`src/rtl/sd_request_arbiter.sv`:
```
// -----------------------------------------------------------------------------
// sd_request_arbiter
//
// Sits in front of sd_card_controller. Waits for the controller's power-up
// initialisation (busy high then low), then grants single-block READ/WRITE
// operations to two requesters in round-robin order. While an operation runs
// it forwards read bytes to the requesters, muxes the owner's write byte to
// the controller, and reports completion (done) or a watchdog timeout.
//
// Ports
//   clk, rst               clock; asynchronous active-high reset
//   req_valid[1:0]         per-requester pending operation (held until accepted)
//   req_op[1:0]            per-requester op: 0 = READ, 1 = WRITE
//   req_addr[63:0]         [32n+31:32n] block address of requester n
//   req_wdata[15:0]        [8n+7:8n] write byte of requester n
//   req_accept[1:0]        one-cycle pulse on the granted requester bit
//   grant_id               owner of the current / most recent operation
//   rd_data, rd_valid      read byte and its one-cycle strobe
//   rd_index[8:0]          index (0..511) of the byte on rd_data
//   done                   one-cycle pulse when an operation completes
//   timeout_err            one-cycle pulse when an operation times out
//   fault                  sticky timeout flag, cleared only by rst
//   ready                  card initialised and arbiter idle
//   sd_execute, sd_op_code, sd_block_address, sd_outgoing_byte
//                          controller command / write data
//   sd_busy, sd_finished_byte, sd_finished_block, sd_incoming_byte
//                          controller status / read data
// -----------------------------------------------------------------------------
module sd_request_arbiter #(
    parameter int TIMEOUT_CYCLES = 4_000_000
) (
    input  logic        clk,
    input  logic        rst,
    input  logic [1:0]  req_valid,
    input  logic [1:0]  req_op,
    input  logic [63:0] req_addr,
    input  logic [15:0] req_wdata,
    output logic [1:0]  req_accept,
    output logic        grant_id,
    output logic [7:0]  rd_data,
    output logic        rd_valid,
    output logic [8:0]  rd_index,
    output logic        done,
    output logic        timeout_err,
    output logic        fault,
    output logic        ready,
    output logic        sd_execute,
    output logic        sd_op_code,
    output logic [31:0] sd_block_address,
    output logic [7:0]  sd_outgoing_byte,
    input  logic        sd_busy,
    input  logic        sd_finished_byte,
    input  logic        sd_finished_block,
    input  logic [7:0]  sd_incoming_byte
);

    // Timer is wide enough to hold TIMEOUT_CYCLES itself, so the increment
    // on the expiring cycle can never wrap.
    localparam int               TMR_W    = $clog2(TIMEOUT_CYCLES + 1);
    localparam logic [TMR_W-1:0] TMR_LAST = TMR_W'(TIMEOUT_CYCLES - 1);

    typedef enum logic [2:0] {
        INIT_WAIT_BUSY,
        INIT_WAIT_IDLE,
        IDLE,
        ISSUE,
        ACTIVE,
        DRAIN,
        FAULT
    } state_t;

    state_t           state;
    state_t           state_next;

    logic             last_grant;
    logic             op_write;
    logic [8:0]       byte_count;
    logic [TMR_W-1:0] timer;

    logic             grant_en;
    logic             grant_sel;
    logic             take_byte;
    logic             take_block;
    logic             expire;
    logic             tmr_last;

    assign tmr_last = (timer == TMR_LAST);

    // Write data follows the owner combinationally; the requester paces its
    // own byte stream against sd_finished_byte.
    assign sd_outgoing_byte = grant_id ? req_wdata[15:8] : req_wdata[7:0];

    // ---- state register ----
    always_ff @(posedge clk or posedge rst) begin
        if (rst) begin
            state <= INIT_WAIT_BUSY;
        end else begin
            state <= state_next;
        end
    end

    // ---- next-state and per-cycle decisions ----
    always_comb begin
        state_next = state;
        grant_en   = 1'b0;
        grant_sel  = 1'b0;
        take_byte  = 1'b0;
        take_block = 1'b0;
        expire     = 1'b0;

        case (state)
            INIT_WAIT_BUSY: begin
                if (sd_busy) state_next = INIT_WAIT_IDLE;
            end

            INIT_WAIT_IDLE: begin
                if (!sd_busy) state_next = IDLE;
            end

            IDLE: begin
                if (|req_valid) begin
                    grant_en = 1'b1;
                    // Under contention alternate away from the last owner;
                    // otherwise the single pending requester wins.
                    if (&req_valid) grant_sel = ~last_grant;
                    else            grant_sel = req_valid[1];
                    state_next = ISSUE;
                end
            end

            ISSUE: begin
                if (tmr_last) begin
                    expire     = 1'b1;
                    state_next = FAULT;
                end else if (sd_busy) begin
                    state_next = ACTIVE;
                end
            end

            ACTIVE: begin
                take_byte = sd_finished_byte && !op_write;
                // Completion wins over a timeout landing on the same cycle.
                if (sd_finished_block) begin
                    take_block = 1'b1;
                    state_next = DRAIN;
                end else if (tmr_last) begin
                    expire     = 1'b1;
                    state_next = FAULT;
                end
            end

            DRAIN: begin
                if (!sd_busy) state_next = IDLE;
            end

            FAULT: begin
                state_next = FAULT;
            end

            default: begin
                state_next = INIT_WAIT_BUSY;
            end
        endcase
    end

    // ---- registered outputs and operation context ----
    always_ff @(posedge clk or posedge rst) begin
        if (rst) begin
            req_accept       <= 2'b00;
            grant_id         <= 1'b0;
            last_grant       <= 1'b1;
            op_write         <= 1'b0;
            rd_data          <= 8'h00;
            rd_valid         <= 1'b0;
            rd_index         <= 9'd0;
            byte_count       <= 9'd0;
            done             <= 1'b0;
            timeout_err      <= 1'b0;
            fault            <= 1'b0;
            ready            <= 1'b0;
            sd_execute       <= 1'b0;
            sd_op_code       <= 1'b0;
            sd_block_address <= 32'h0000_0000;
            timer            <= '0;
        end else begin
            req_accept  <= 2'b00;
            rd_valid    <= 1'b0;
            done        <= 1'b0;
            timeout_err <= 1'b0;
            ready       <= (state_next == IDLE);

            if (grant_en) begin
                req_accept       <= grant_sel ? 2'b10 : 2'b01;
                grant_id         <= grant_sel;
                last_grant       <= grant_sel;
                op_write         <= req_op[grant_sel];
                sd_op_code       <= req_op[grant_sel];
                sd_block_address <= grant_sel ? req_addr[63:32] : req_addr[31:0];
                sd_execute       <= 1'b1;
                rd_index         <= 9'd0;
                byte_count       <= 9'd0;
                timer            <= '0;
            end

            if (state == ISSUE || state == ACTIVE) begin
                timer <= timer + TMR_W'(1);
            end

            // Controller has latched the command once it reports busy.
            if (state == ISSUE && state_next == ACTIVE) begin
                sd_execute <= 1'b0;
            end

            // rd_index presents the index of the byte being strobed out;
            // byte_count holds the index of the next one (wraps 511 -> 0).
            if (take_byte) begin
                rd_valid   <= 1'b1;
                rd_data    <= sd_incoming_byte;
                rd_index   <= byte_count;
                byte_count <= byte_count + 9'd1;
            end

            if (take_block) begin
                done <= 1'b1;
            end

            if (expire) begin
                timeout_err <= 1'b1;
                fault       <= 1'b1;
                sd_execute  <= 1'b0;
            end
        end
    end

endmodule

```
`config.mk`:
```
export PLATFORM = sky130hd
export DESIGN_NAME = sd_request_arbiter
export DESIGN_NICKNAME = d
export VERILOG_FILES = /design/src/rtl/sd_request_arbiter.sv
export SDC_FILE = /design/constraint.sdc
export NUM_CORES = 1
export LEC_CHECK = 0
export CAP_MARGIN = 25
export CORE_UTILIZATION = 29
export DETAILED_ROUTE_END_ITERATION = 10
export PLACE_DENSITY = 0.59
export SYNTH_ARGS = -nofsm -noshare
export SYNTH_HDL_FRONTEND = slang
export SYNTH_SLANG_ARGS = --single-unit
```
`constraint.sdc`:
```
create_clock -name clk -period 3.4 [get_ports clk]
set_input_delay 0.51 -clock clk [delete_from_list [all_inputs] [get_ports clk]]
set_output_delay 0.51 -clock clk [all_outputs]
set_load 0.02 [all_outputs]
```
==> load_flow_metrics.sql <==
INSERT INTO impl_metrics (metric_group, metric, value, unit) VALUES
('global_route', 'first_pass_grt_wire_length', '19.24', 'mm'),
('floorplan', 'io_pins', '164', ''),
('synth', 'synth-warning-count', '0', ''),
('pwr', 'cellLeakagePower', '2.871', 'nW'),
('outcome', 'status', 'complete, but fails checks', ''),
('placement', 'numPortBuffers', '163', ''),
('placement', 'detailedPlacementHpwl', '8.375', 'mm'),
('timing', 'fin_skew', '8.485', 'ps'),
('synth', 'synth.cell_area', '4388', 'um^2'),
('synth', 'netlist.top_cell.by_area', 'sky130_fd_sc_hd__dfrtp_1', ''),
('clock_tree', 'cts_repair_resize_count', '0', ''),
('timing', 'timing_hold_violations_final', '0', ''),
('pwr', 'fin_total_pwr', '4.979', 'mW'),
('synth', 'count_of_flip_flops_with_a_built_in_enable_after_synthesis', '0', ''),
('synth', 'synth.net_count', '469', ''),
('route', 'routedWlPerCell', '16.61', 'um'),
('timing', 'period_needed', '2335', 'ps'),
('finish', 'most_common_cell_after_layout_fill_and_taps_aside', 'sky130_fd_sc_hd__clkdlybuf4s50_1', ''),
('clock_tree', 'cts_max_level', '3', ''),
('synth', 'ys_seq_elements', '94', ''),
('finish', 'antenna_cells_inserted', '0', ''),
('hold_path', 'worstHoldPathType', 'flip-flop to flip-flop', ''),
('placement', 'place.gp.congestion', '0.7718', ''),
('route', 'routed-via-count', '3688', ''),
('route', 'remaining_routing_drc_violations', '26', ''),
('synth', 'syn_area_per_cell', '11.86', 'um^2'),
('pwr', 'peak_supply_drop', '0.0003924', 'V'),
('synth', 'yosysUniqueCellTypes', '54', ''),
('route', 'first_pass_iters', '8', ''),
('global_route', 'antenna_violations_before_repair', '0', ''),
('route', 'ant_nets', '0', ''),
('clock_tree', 'postCtsHoldBufs', '0', ''),
('clock_tree', 'worst_skew_pair.late_latency', '340', 'ps'),
('critical_path', 'data_required_time_at_the_worst_endpoint', '2890', 'ps'),
('critical_path', 'critical_path_peak_fanout', '10', ''),
('floorplan', 'floorplan_core_area', '14640', 'um^2'),
('flow_run', 'maxCapViolations', '0', ''),
('global_route', 'globalRoute.totalOverflow', '0', ''),
('timing', 'grt_setup_unrepaired', 'no', ''),
('critical_path', 'critical_path_arrival', '1820', 'ps'),
('route', 'drt-vias-per-instance', '5.151', ''),
('placement', 'dpl.cell_count', '700', ''),
('clock_tree', 'cts_tree', 'yes', ''),
('finish', 'final_layout_size_suffix_gt1_share', '8.835', '%'),
('clock_tree', 'cts_buffers', '9', ''),
('timing', 'achievable-frequency', '428.3', 'MHz'),
('critical_path', 'worst_setup_path_category', 'flip-flop to output port', ''),
('outcome', 'failed_checks', 'DRC', ''),
('floorplan', 'chipHeight', '125.0', 'um'),
('synth', 'asyncSetResetFlopFracSynth', '100.0', '%'),
('clock_tree', 'cts.clk_slew.worst_paths', '70', 'ps'),
('clock_tree', 'cts.path.max_buffers', '2', ''),
('critical_path', 'ff2ff_path_depth', '4', ''),
('timing', 'finalSetupViolCount', '0', ''),
('timing', 'tns', '0', 'ps'),
('critical_path', 'setup.worst_path.start', 'grant_id$_DFFE_PP0P_', ''),
('floorplan', 'rows', '44', ''),
('timing', 'tightest_slew', '942.5', 'ps'),
('global_route', 'grt_max_degree', '55', ''),
('finish', 'syn_to_final_growth', '46.71', '%'),
('floorplan', 'dieWidth', '125.0', 'um'),
('synth', 'synth_area_leaders', 'sky130_fd_sc_hd__dfrtp_1, sky130_fd_sc_hd__a22o_1, sky130_fd_sc_hd__a21o_1', ''),
('critical_path', 'r2r-start', 'state[1]$_DFF_PP0_', ''),
('synth', 'dominantRegCellSynth', 'sky130_fd_sc_hd__dfrtp_1', ''),
('finish', 'post_layout_utilization_of_the_core', '43.96', '%'),
('timing', 'finalMaxSlewViolations', '0', ''),
('clock_tree', 'clock-root-buffer', 'sky130_fd_sc_hd__clkbuf_16', ''),
('placement', 'placedInstanceArea', '6152', 'um^2'),
('global_route', 'grt_pass1_vias', '3656', ''),
('finish', 'stdcell_area', '6437', 'um^2'),
('synth', 'synthCells', '370', '');
-- flip-flops by register name, summed over array words and instances, names as in the netlist, 2 cells and up --
name	count
sd_block_address	32
timer	22
byte_count	9
rd_index	9
rd_data	8
state	3
req_accept	2
-- cell type report --
| cell class | count | area, um^2 |
|---|---|---|
| multi-input combinational | 249 | 1874 |
| clock buffer | 12 | 236.5 |
| clock inverter | 4 | 48.80 |
| fill | 1406 | 8207 |
| sequential | 94 | 2354 |
| tap | 184 | 230.2 |
| inverter | 4 | 17.52 |
| timing repair buffer | 169 | 1677 |
-- stage by stage --
| stage | hold slack, ps | setup WS (ps) |
|---|---|---|
| after floorplan | 437.3 | 443.0 |
| after global placement | 452.9 | 1014 |
| after detailed placement | 458.0 | 958.0 |
| after CTS | 477.9 | 1038 |
| after global routing | 498.9 | 946.6 |
| final | 472.9 | 1065 |
-- worst paths after layout --
check,to,slack (ps)
setup / recovery,sd_outgoing_byte[0],1070
hold / removal,timer[5]$_DFFE_PP0P_,470
setup reg to reg,sd_block_address[28]$_DFFE_PP0P_,1160
hold reg to reg,timer[5]$_DFFE_PP0P_,470
max in group asynchronous,state[0]$_DFF_PP0_,2050
min in group asynchronous,rd_data[4]$_DFFE_PP0P_,640
-- cells by family after synthesis --
logic type               synth area share (%)
XOR/XNOR                               0.1996
AND/OR/NAND/NOR                         11.66
multiplexers                            7.129
buffers and inverters                   3.650
adder cells (fa/ha/maj)                0.5702
AO/OA/AOI/OAI                           23.15
flip-flops                              53.64
-- critical path: stages, from the launching register on --
cell                              delay (ps)
sky130_fd_sc_hd__dfrtp_1                 560
sky130_fd_sc_hd__mux2_2                  380
sky130_fd_sc_hd__clkdlybuf4s50_1         540
-- where the power goes --
part           internal, mW  switching (mW)  total (mW)
Clock                 0.570           0.429       0.999
Sequential             1.45           0.236        1.69
Combinational          1.19            1.10        2.29
-- synth_stat cells, drive strengths merged (3+ instances only) --
cell type,number
a21oi,7
mux2,18
inv,4
dfrtp,93
nand4,5
o21ai,18
buf,21
nor3,5
a21o,35
mux2i,11
and4,3
a22o,46
o211ai,7
nand3,13
o31ai,7
nor3b,3
nor2,3
and3,9
nand2,25
-- routing by layer --
metal / global-route usage [%] / vias up / wire length (um)
li1: - / 1724 / -
met1: 19.68 / 1831 / 5253
met2: 26.19 / 123 / 5847
met3: 3.423 / 10 / 668
met4: 5.165 / 0 / 123
met5: 0 / - / 0
Power figures use the tool's default switching activity.
